<file path="src/rtl/puf_stream_pkg.sv">
// rtl/puf_stream_pkg.sv - shared types and helpers for the response streamer
package puf_stream_pkg;

    typedef enum logic [2:0] {
        ST_IDLE,
        ST_HEADER,
        ST_PAYLOAD,
        ST_TRAIL_HI,
        ST_TRAIL_LO,
        ST_CHECKSUM,
        ST_DONE
    } state_e;

    typedef enum logic {
        MODE_WORD = 1'b0,
        MODE_BIT  = 1'b1
    } mode_e;

    localparam logic [7:0] DEFAULT_RESPONSE_ID = 8'b1010_1011;

    // Number of UART bytes needed to carry one kept response word.
    function automatic int bytes_per_word(input int response_bits, input int data_bits);
        return (response_bits + data_bits - 1) / data_bits;
    endfunction

endpackage

</file>
<file path="src/rtl/sync_fifo.sv">
// rtl/sync_fifo.sv - synchronous FIFO with clear, first-word fall-through read
module sync_fifo #(
    parameter int WIDTH = 8,
    parameter int DEPTH = 16
) (
    input  logic             clk,
    input  logic             reset,
    input  logic             clr,
    input  logic             wr_en,
    input  logic [WIDTH-1:0] wr_data,
    input  logic             rd_en,
    output logic [WIDTH-1:0] rd_data,
    output logic             full,
    output logic             empty
);
    localparam int AW = $clog2(DEPTH);

    logic [WIDTH-1:0] mem_q [DEPTH];
    logic [AW:0]      wr_ptr_q, wr_ptr_d;
    logic [AW:0]      rd_ptr_q, rd_ptr_d;
    logic             do_wr, do_rd;

    // Pointers carry one extra wrap bit so full and empty are distinguishable.
    assign empty   = (wr_ptr_q == rd_ptr_q);
    assign full    = (wr_ptr_q[AW] != rd_ptr_q[AW]) && (wr_ptr_q[AW-1:0] == rd_ptr_q[AW-1:0]);
    assign do_wr   = wr_en && !full;
    assign do_rd   = rd_en && !empty;
    assign rd_data = mem_q[rd_ptr_q[AW-1:0]];

    // Next pointer values; a clear empties the FIFO regardless of traffic.
    always_comb begin
        wr_ptr_d = wr_ptr_q + {{AW{1'b0}}, do_wr};
        rd_ptr_d = rd_ptr_q + {{AW{1'b0}}, do_rd};
        if (clr) begin
            wr_ptr_d = '0;
            rd_ptr_d = '0;
        end
    end

    // Pointer registers.
    always_ff @(posedge clk) begin
        if (reset) begin
            wr_ptr_q <= '0;
            rd_ptr_q <= '0;
        end else begin
            wr_ptr_q <= wr_ptr_d;
            rd_ptr_q <= rd_ptr_d;
        end
    end

    // Storage array; contents need no reset since the pointers gate visibility.
    always_ff @(posedge clk) begin
        if (do_wr && !clr) begin
            mem_q[wr_ptr_q[AW-1:0]] <= wr_data;
        end
    end

endmodule

</file>
<file path="src/rtl/response_streamer.sv">
// rtl/response_streamer.sv - frames averaged PUF responses into a checksummed UART byte stream
module response_streamer
    import puf_stream_pkg::*;
#(
    parameter int         TOT_CNT_BITS  = 33,
    parameter int         AVG_SHIFT     = 1,
    parameter int         RESPONSE_BITS = 32,
    parameter int         DATA_BITS     = 8,
    parameter int         DEPTH         = 64,
    parameter logic [7:0] RESPONSE_ID   = DEFAULT_RESPONSE_ID
) (
    input  logic                    clk,
    input  logic                    reset,
    input  logic                    start,
    input  logic                    mode,
    input  logic                    in_valid,
    input  logic [TOT_CNT_BITS-1:0] in_data,
    input  logic                    in_last,
    output logic [DATA_BITS-1:0]    tx_data,
    output logic                    tx_valid,
    input  logic                    tx_ready,
    output logic                    frame_done,
    output logic                    overflow
);
    localparam int BPW   = bytes_per_word(RESPONSE_BITS, DATA_BITS);
    localparam int SER_W = BPW * DATA_BITS;
    localparam int CW    = $clog2(BPW + 1);
    localparam int PW    = $clog2(DATA_BITS + 1);

    state_e                  state_q, state_d;
    mode_e                   mode_q, mode_d;
    logic                    last_seen_q, last_seen_d;
    logic                    have_first_q, have_first_d;
    logic [TOT_CNT_BITS-1:0] first_q, first_d;
    logic [DATA_BITS-1:0]    pack_q, pack_d;
    logic [PW-1:0]           pack_n_q, pack_n_d;
    logic                    wr_pend_q, wr_pend_d;
    logic [SER_W-1:0]        wr_data_q, wr_data_d;
    logic                    overflow_q, overflow_d;
    logic [SER_W-1:0]        ser_q, ser_d;
    logic [CW-1:0]           ser_cnt_q, ser_cnt_d;
    logic [15:0]             count_q, count_d;
    logic [DATA_BITS-1:0]    checksum_q, checksum_d;
    logic [DATA_BITS-1:0]    tx_data_q, tx_data_d;
    logic                    tx_valid_q, tx_valid_d;
    logic                    frame_done_q, frame_done_d;

    logic [TOT_CNT_BITS-1:0] shifted;
    logic                    start_ok, in_accept, tx_fire, cmp_bit;
    logic [DATA_BITS-1:0]    pack_tmp;
    logic [PW-1:0]           n_tmp;
    logic                    fifo_rd, fifo_full, fifo_empty;
    logic [SER_W-1:0]        fifo_rdata;

    assign shifted   = in_data >> AVG_SHIFT;
    assign start_ok  = start && (state_q == ST_IDLE || state_q == ST_DONE);
    assign in_accept = in_valid && !last_seen_q && (state_q == ST_HEADER || state_q == ST_PAYLOAD);
    assign tx_fire   = tx_valid_q && tx_ready;

    assign tx_data    = tx_data_q;
    assign tx_valid   = tx_valid_q;
    assign frame_done = frame_done_q;
    assign overflow   = overflow_q;

    sync_fifo #(
        .WIDTH (SER_W),
        .DEPTH (DEPTH)
    ) u_fifo (
        .clk     (clk),
        .reset   (reset),
        .clr     (start_ok),
        .wr_en   (wr_pend_q),
        .wr_data (wr_data_q),
        .rd_en   (fifo_rd),
        .rd_data (fifo_rdata),
        .full    (fifo_full),
        .empty   (fifo_empty)
    );

    // Input side: shift/truncate words or pair-compare into packed bits, staging one FIFO write.
    always_comb begin
        mode_d       = mode_q;
        last_seen_d  = last_seen_q;
        have_first_d = have_first_q;
        first_d      = first_q;
        pack_d       = pack_q;
        pack_n_d     = pack_n_q;
        wr_pend_d    = 1'b0;
        wr_data_d    = '0;
        overflow_d   = overflow_q | (wr_pend_q && fifo_full);
        cmp_bit      = first_q > shifted;
        pack_tmp     = pack_q;
        n_tmp        = pack_n_q;
        if (start_ok) begin
            mode_d       = mode ? MODE_BIT : MODE_WORD;
            last_seen_d  = 1'b0;
            have_first_d = 1'b0;
            pack_d       = '0;
            pack_n_d     = '0;
            overflow_d   = 1'b0;
        end else if (in_accept) begin
            last_seen_d = in_last;
            if (mode_q == MODE_WORD) begin
                wr_pend_d = 1'b1;
                wr_data_d = SER_W'(shifted[RESPONSE_BITS-1:0]);
            end else begin
                if (have_first_q) begin
                    pack_tmp     = pack_q | ({cmp_bit, {(DATA_BITS-1){1'b0}}} >> pack_n_q);
                    n_tmp        = pack_n_q + PW'(1);
                    have_first_d = 1'b0;
                end else begin
                    // An unpaired final input is simply never paired.
                    first_d      = shifted;
                    have_first_d = !in_last;
                end
                if (n_tmp == PW'(DATA_BITS) || (in_last && n_tmp != '0)) begin
                    wr_pend_d = 1'b1;
                    wr_data_d = SER_W'(pack_tmp);
                    pack_d    = '0;
                    pack_n_d  = '0;
                end else begin
                    pack_d   = pack_tmp;
                    pack_n_d = n_tmp;
                end
            end
        end
    end

    // Frame FSM: loads one byte into the output register whenever it is empty, advances on transfer.
    always_comb begin
        state_d      = state_q;
        tx_data_d    = tx_data_q;
        tx_valid_d   = tx_valid_q;
        frame_done_d = 1'b0;
        ser_d        = ser_q;
        ser_cnt_d    = ser_cnt_q;
        count_d      = count_q;
        checksum_d   = checksum_q;
        fifo_rd      = 1'b0;
        if (tx_fire) begin
            tx_valid_d = 1'b0;
            checksum_d = checksum_q ^ tx_data_q;
        end
        case (state_q)
            ST_IDLE, ST_DONE: begin
                if (start_ok) begin
                    state_d    = ST_HEADER;
                    count_d    = '0;
                    checksum_d = '0;
                    ser_cnt_d  = '0;
                    ser_d      = '0;
                end
            end
            ST_HEADER: begin
                if (!tx_valid_q) begin
                    tx_valid_d = 1'b1;
                    tx_data_d  = DATA_BITS'(RESPONSE_ID);
                end else if (tx_fire) begin
                    state_d = ST_PAYLOAD;
                end
            end
            ST_PAYLOAD: begin
                if (!tx_valid_q) begin
                    if (ser_cnt_q != '0) begin
                        tx_valid_d = 1'b1;
                        tx_data_d  = ser_q[SER_W-1 -: DATA_BITS];
                        ser_d      = ser_q << DATA_BITS;
                        ser_cnt_d  = ser_cnt_q - CW'(1);
                    end else if (!fifo_empty) begin
                        fifo_rd = 1'b1;
                        count_d = count_q + 16'd1;
                        if (mode_q == MODE_WORD) begin
                            ser_d     = fifo_rdata;
                            ser_cnt_d = CW'(BPW);
                        end else begin
                            ser_d     = fifo_rdata << (SER_W - DATA_BITS);
                            ser_cnt_d = CW'(1);
                        end
                    end else if (last_seen_q && !wr_pend_q) begin
                        state_d = ST_TRAIL_HI;
                    end
                end
            end
            ST_TRAIL_HI: begin
                if (!tx_valid_q) begin
                    tx_valid_d = 1'b1;
                    tx_data_d  = DATA_BITS'(count_q[15:8]);
                end else if (tx_fire) begin
                    state_d = ST_TRAIL_LO;
                end
            end
            ST_TRAIL_LO: begin
                if (!tx_valid_q) begin
                    tx_valid_d = 1'b1;
                    tx_data_d  = DATA_BITS'(count_q[7:0]);
                end else if (tx_fire) begin
                    state_d = ST_CHECKSUM;
                end
            end
            ST_CHECKSUM: begin
                if (!tx_valid_q) begin
                    tx_valid_d = 1'b1;
                    tx_data_d  = checksum_q;
                end else if (tx_fire) begin
                    state_d      = ST_DONE;
                    frame_done_d = 1'b1;
                end
            end
            default: state_d = ST_IDLE;
        endcase
    end

    // State registers; reset aborts any frame and drops the byte in flight.
    always_ff @(posedge clk) begin
        if (reset) begin
            state_q      <= ST_IDLE;
            mode_q       <= MODE_WORD;
            last_seen_q  <= 1'b0;
            have_first_q <= 1'b0;
            first_q      <= '0;
            pack_q       <= '0;
            pack_n_q     <= '0;
            wr_pend_q    <= 1'b0;
            wr_data_q    <= '0;
            overflow_q   <= 1'b0;
            ser_q        <= '0;
            ser_cnt_q    <= '0;
            count_q      <= '0;
            checksum_q   <= '0;
            tx_data_q    <= '0;
            tx_valid_q   <= 1'b0;
            frame_done_q <= 1'b0;
        end else begin
            state_q      <= state_d;
            mode_q       <= mode_d;
            last_seen_q  <= last_seen_d;
            have_first_q <= have_first_d;
            first_q      <= first_d;
            pack_q       <= pack_d;
            pack_n_q     <= pack_n_d;
            wr_pend_q    <= wr_pend_d;
            wr_data_q    <= wr_data_d;
            overflow_q   <= overflow_d;
            ser_q        <= ser_d;
            ser_cnt_q    <= ser_cnt_d;
            count_q      <= count_d;
            checksum_q   <= checksum_d;
            tx_data_q    <= tx_data_d;
            tx_valid_q   <= tx_valid_d;
            frame_done_q <= frame_done_d;
        end
    end

endmodule

</file>
<file path="config.mk">
export PLATFORM = sky130hd
export DESIGN_NAME = response_streamer
export DESIGN_NICKNAME = d
export VERILOG_FILES = /design/src/rtl/puf_stream_pkg.sv /design/src/rtl/sync_fifo.sv /design/src/rtl/response_streamer.sv
export SDC_FILE = /design/constraint.sdc
export NUM_CORES = 2
export LEC_CHECK = 0
export BUFFER_PORTS_ARGS = -buffer_cell sky130_fd_sc_hd__buf_2
export CORE_MARGIN = 4
export CORE_UTILIZATION = 35
export CTS_BUF_LIST = sky130_fd_sc_hd__clkbuf_8
export CTS_CLUSTER_DIAMETER = 120
export DETAILED_ROUTE_END_ITERATION = 7
export GPL_ROUTABILITY_DRIVEN = 0
export PLACE_DENSITY_LB_ADDON = 0.3
export SLEW_MARGIN = 5
export SYNTH_ARGS = -nofsm -noshare
export SYNTH_HDL_FRONTEND = slang
export SYNTH_HIERARCHICAL = 1
export SYNTH_SLANG_ARGS = --single-unit
</file>
<file path="constraint.sdc">
create_clock -name clk -period 4.65 [get_ports clk]
set_input_delay 0.465 -clock clk [delete_from_list [all_inputs] [get_ports clk]]
set_output_delay 0.465 -clock clk [all_outputs]
set_load 0.1 [all_outputs]
</file>
* After elaboration in Yosys (flattened, before gate mapping) *
Memories as Yosys holds them, arrays and structs flattened. A register that Yosys moved wholly into a read port is not among the register bits.
Index checks and enable logic that the tools add are counted.

storage, ports and cells
  output and inout port bits = 11
  bits of input ports = 40
  register bits = 167
  logic and storage cells = 168
  bits in writable memories = 2048
  memories = 1

operators by class
  multiplexer cells = 67
  $lt $le $gt $ge = 1
  bitwise logic cells = 8
  add/subtract/negate cells = 5
  reductions and logical operators = 36
  shifts and indexed selects = 1
  equality and inequality tests = 30

memories
  name          depth  bits a word  rd ports  clocked after Yosys merged registers in  wr ports  line             RTL
  u_fifo.mem_q  64     32           1         1                                        1         sync_fifo.sv:18  logic [WIDTH-1:0] mem_q [DEPTH];

operators by type and width
  kind                   number
  $mux 32                6
  $mux 8                 12
  $mux 16                4
  $pmux 32 s2            1
  $mux 3                 18
  $pmux 8 s5             1
  $gt 32x32->1           1
  $ne 2x2->1 const B     16
  $pmux 16 s2            1
  $mux 4                 5
  $pmux 3 s6             1
  $add 16x1->16 const B  1
  $mux 1                 15
  $add 7x1->7            2
  $reduce_and 13->1      1
  $logic_and 1x1->1      11
  $eq 3x3->1 const B     3
  $or 8x8->8             1
  $reduce_and 4->1       2
  $shr 8x4->8            1
  $xor 8x8->8            1
  $eq 7x7->1             1
  $reduce_and 7->1       1
  $eq 3x2->1 const B     2
  other kinds (25)       40

* Longest topological paths before layout *
  depth in word-level cells = 10
  mapped depth = 15
  depth with buffers taken out = 11

* By module *
The synthesis kept the hierarchy.

modules (own cells, without submodules)
  module             area each (sq um)  cells each  instances
  sync_fifo          79163.4            3588        1
  response_streamer  7164.4             833         1

* Worst setup path after synthesis *
No wires, ideal clock.

  path kind = register to register
  from = register state_q[2]
  to = memory u_fifo/mem_q[56][0] (netlist name) (enable)
  period minus slack after synthesis = 3.623 ns
  setup slack = 1.027 ns
  arrival time = 3.202 ns
  library setup time = 0.421 ns
  cell stages (with the launch flop) = 8
  required time = 4.229 ns
  cell sequence = dfxtp_1 and2b_1 clkbuf_1 nor3_1 nand2b_1 a311oi_4 nand2_1 nor2_1

between the ends
  word-level cells in the longest chain between the ends = 7
  elaborated cells on any way between the ends = 8
  those cells by class = eq/ne: 1; mux: 2; reduce/logical: 5

RTL lines
  element                                               line                      RTL
  start, declared                                       response_streamer.sv:30   state_e state_q, state_d;
  start signal, assigned                                response_streamer.sv:234  state_q <= state_d;
  $eq 3x3->1 / $logic_not 3->1 (equally long branches)  response_streamer.sv:56   assign start_ok = start && (state_q == ST_IDLE || state_q == ST_DONE);
  $logic_or 1x1->1 *                                    response_streamer.sv:56
  $logic_and 1x1->1 *                                   response_streamer.sv:56
  net start_ok                                          response_streamer.sv:49   logic start_ok, in_accept, tx_fire, cmp_bit;
  $logic_not 1->1 *                                     sync_fifo.sv:53           if (do_wr && !clr) begin
  $logic_and 1x1->1 *                                   sync_fifo.sv:53
  $mux 1 *                                              sync_fifo.sv:53
  $mux 1 (implied by the code) *                        sync_fifo.sv:54           mem_q[wr_ptr_q[AW-1:0]] <= wr_data;
  end, declared                                         sync_fifo.sv:18

The timed path passes the listed nets; every way through them passes the cells marked *.

* Worst setup path in the final report *
  from = register state_q[2]
  to = memory u_fifo/mem_q[61][10] (netlist name) (enable)

Same word-level chain as after synthesis.

==> results.py <==
metrics = {
    "status": {
        "status": "complete, no violations",
    },
    "sta": {
        "drv_slew": 0,
        "fin_skew_ns": 0.08990,
        "relSlewSlack": 0.1529,
        "hold_viol": 0,
        "finalSetupViolCount": 0,
        "period_minus_slack_ns": 3.965,
        "timing.fmax_ghz": 0.2522,
        "period_share": 0.8527,
        "rsz0062_at_grt": "no",
        "worst_pin_slew_ns": 1.268,
        "fin_hold_ws_ns": 0.2519,
        "fin_tns_setup_ns": 0,
    },
    "power": {
        "leakage_uw": 0.02978,
        "vdd_drop_max_v": 0.0002617,
        "power.density_mw_per_mm2": 380.5,
    },
    "final_layout": {
        "syn2layout_area_growth_pct": 14.49,
        "final_common_cell": "edfxtp_1",
        "layout_common_cells": "2048 x edfxtp_1, 428 x mux4_2, 373 x clkbuf_8, 302 x mux2i_1, 197 x buf_4",
        "final_layout_size_suffix_gt1_frac": 0.2515,
        "fin_nets": 4944,
    },
    "global_route": {
        "grt_pass1_wl_mm": 327.2,
        "antenna_found_initial": 11,
        "grt_pass1_vias": 45390,
        "grtUsageTotal": 0.1758,
        "overflow": 0,
        "grt_max_degree": 102,
    },
    "clocking": {
        "clk_latency_ns": 1.07,
        "cts_resized": 0,
        "cts_tree": "done",
        "htreeDepth": 5,
        "cts_buffer_depth": 4,
        "numCtsBuffers": 368,
        "root_buffer": "clkbuf_8",
        "clock_sinks": 2215,
        "clk_pin_slew_ns": 0.06,
    },
    "synth": {
        "synth_mux_area_frac": 0.1468,
        "avgSynthCellArea_um2": 19.53,
        "synthArstFlopShare": 0,
        "syn_nets": 4500,
        "synthCells": 4421,
        "yosys.area_share.simple": 0.03089,
        "synth_warnings": 6,
        "synth_fa_ha_area_frac": 0.005653,
        "synth_xor_area_frac": 0.003841,
        "ys_ff_latch": 2215,
        "synth.largest_area_cell": "edfxtp_1",
        "synth_cell_type_count": 79,
        "synthFlopType": "edfxtp_1",
        "synth_area_leaders": "edfxtp_1 71%, mux4_2 11%, dfxtp_1 3.9%",
        "synth-compound-area-share": 0.04300,
        "synth_edf_count": 2048,
        "synth_top_area_frac": 0.7124,
        "synth_top_family_by_area": "multiplexers",
        "ys_seq_area_frac": 0.7511,
        "netlist_area_mm2": 0.08633,
    },
    "setup_path": {
        "start_kind": "flop",
        "required_ns": 5.35,
        "crit_cells": 9,
        "crit_slowest_cell": "dfxtp_1",
        "cp_slowest_stage_delay_ns": 0.61,
        "critical_path.top_delay_family": "simple AND/OR/NAND/NOR gates",
        "path_class": "reg2reg",
        "endpoint_kind": "flop",
        "cpMostUsedCell": "buf_4",
        "reg2regPathDepth": 9,
        "cp_num_buf_inv": 3,
        "worstPathArrival_ns": 4.66,
        "critical_path.cell_chain": "and2b_1 > nor3_1 > buf_4 > nand2b_1 > a31oi_2 > nand3_1 > buf_4 > nor2_4 > buf_4",
        "cp_max_fo": 14,
    },
    "route": {
        "drt-wirelength-per-cell_um": 27.35,
        "vias_per_cell": 5.382,
        "vias": 44980,
        "dr.pass1.iters": 6,
        "drc_errors": 0,
        "drt_iter0_drc": 4462,
        "ant_nets": 0,
        "routed_wl_mm": 228.6,
    },
    "floorplanning": {
        "dieArea_mm2": 0.2547,
        "die_y_um": 504.6,
        "core_mm2": 0.2457,
        "row_count": 182,
        "initial_core_util": 0.3513,
        "die_width_um": 504.6,
        "io_pins": 51,
    },
    "placement": {
        "io_buffers": 49,
        "dp_hpwl_mm": 129.3,
    },
    "worst_hold_path": {
        "min_path_cells": 4,
        "hold_path.class": "in2reg",
    },
    "job": {
        "cap_viol_max_count": 0,
    },
}
[area by class of cell]
cell class / instances / area, um2
inverters: 42 / 157.7
repair buffers: 334 / 2895
diodes: 4 / 10.01
multi-input cells: 1904 / 20370
clock inverters: 265 / 1338
fillers: 22010 / 146900
flip-flops and latches: 2215 / 64900
clock buffers: 373 / 5134
well taps: 3220 / 4029
[power breakdown]
group | internal (uW) | total [uW] | switching [uW]
combinational | 121 | 483 | 363
sequential | 21600 | 21600 | 29.8
clock | 7930 | 15500 | 7580
total | 29600 | 37600 | 7970
[repair_timing]
action                                 in CTS  in global routing
hold buffers                               59                  0
setup buffers                               0                  0
endpoints found under the hold margin      92                  0
[through the flow]
stage / area, um2 / util / worst slack (ns) / total power [uW] / cells
6_report: 98840 / 0.4023 / 0.6847 / 37610 / 8357
4_1_cts: 98830 / 0.4022 / 0.7094 / 38030 / 8353
5_1_grt: 98830 / 0.4022 / 0.5353 / 38990 / 8354
3_5_place_dp: 91770 / 0.3735 / 0.7308 / 22490 / 7656
2_1_floorplan: 86330 / - / 1.027 / 22300 / 4421
3_3_place_gp: 91770 / 0.3735 / 0.7398 / 22470 / 7656
[final timing paths]
path                             startpoint                    to  slack (ns)
worst max-delay path             state_q[2]  u_fifo/mem_q[61][10]        0.68
worst max register to register   state_q[2]  u_fifo/mem_q[61][10]        0.68
worst min register to register     ser_q[4]              ser_q[4]        0.46
worst min-delay path            in_data[24]           first_q[23]        0.25
[worst register-to-register path, stage by stage, from the launching register on]
cell	delay [ns]
dfxtp_1	0.61
and2b_1	0.46
nor3_1	0.11
buf_4	0.19
nand2b_1	0.22
a31oi_2	0.27
nand3_1	0.48
buf_4	0.40
nor2_4	0.52
buf_4	0.40
[registers in the layout (all words and copies together) (netlist names), 4 cells and up]
signal	flops
count_q	16
wr_data_q	32
pack_q	8
u_fifo/mem_q	2048
ser_q	32
u_fifo/rd_ptr_q	7
u_fifo/wr_ptr_q	7
pack_n_q	4
tx_data	8
first_q	32
checksum_q	8
[synthesized netlist by cell type, types with 18 or more instances]
cell type / count
mux2i_1: 302
xor2_1: 25
nor3_1: 53
a21oi_1: 119
o221ai_1: 35
buf_6: 28
a221oi_1: 40
buf_1: 31
buf_4: 29
edfxtp_1: 2048
mux4_2: 428
dfxtp_1: 167
nand2_1: 179
o211ai_1: 18
o21ai_0: 62
ha_1: 39
a22oi_1: 56
nor2_1: 179
nand3_1: 24
o22ai_1: 53
clkbuf_1: 98
nand4_1: 21
a22o_1: 26
inv_1: 41
buf_2: 69
nand2b_1: 24
[routing by layer]
layer / share of wire / vias to the layer above / track usage / wire (um)
li1: - / 19050 / - / -
met1: 0.43 / 23850 / 0.2458 / 97720
met2: 0.47 / 1755 / 0.2766 / 107700
met3: 0.071 / 324 / 0.03376 / 16340
met4: 0.030 / 4 / 0.05890 / 6816
met5: 0.00014 / - / 0 / 31
[cell families after synthesis]
group,Yosys count
AO/OA/AOI/OAI,528
XOR/XNOR,37
AND/OR/NAND/NOR,569
adder cells (fa/ha/maj),39
multiplexers,731
buffers and inverters,302
flip-flops,2215
Power figures use the tool's default switching activity.
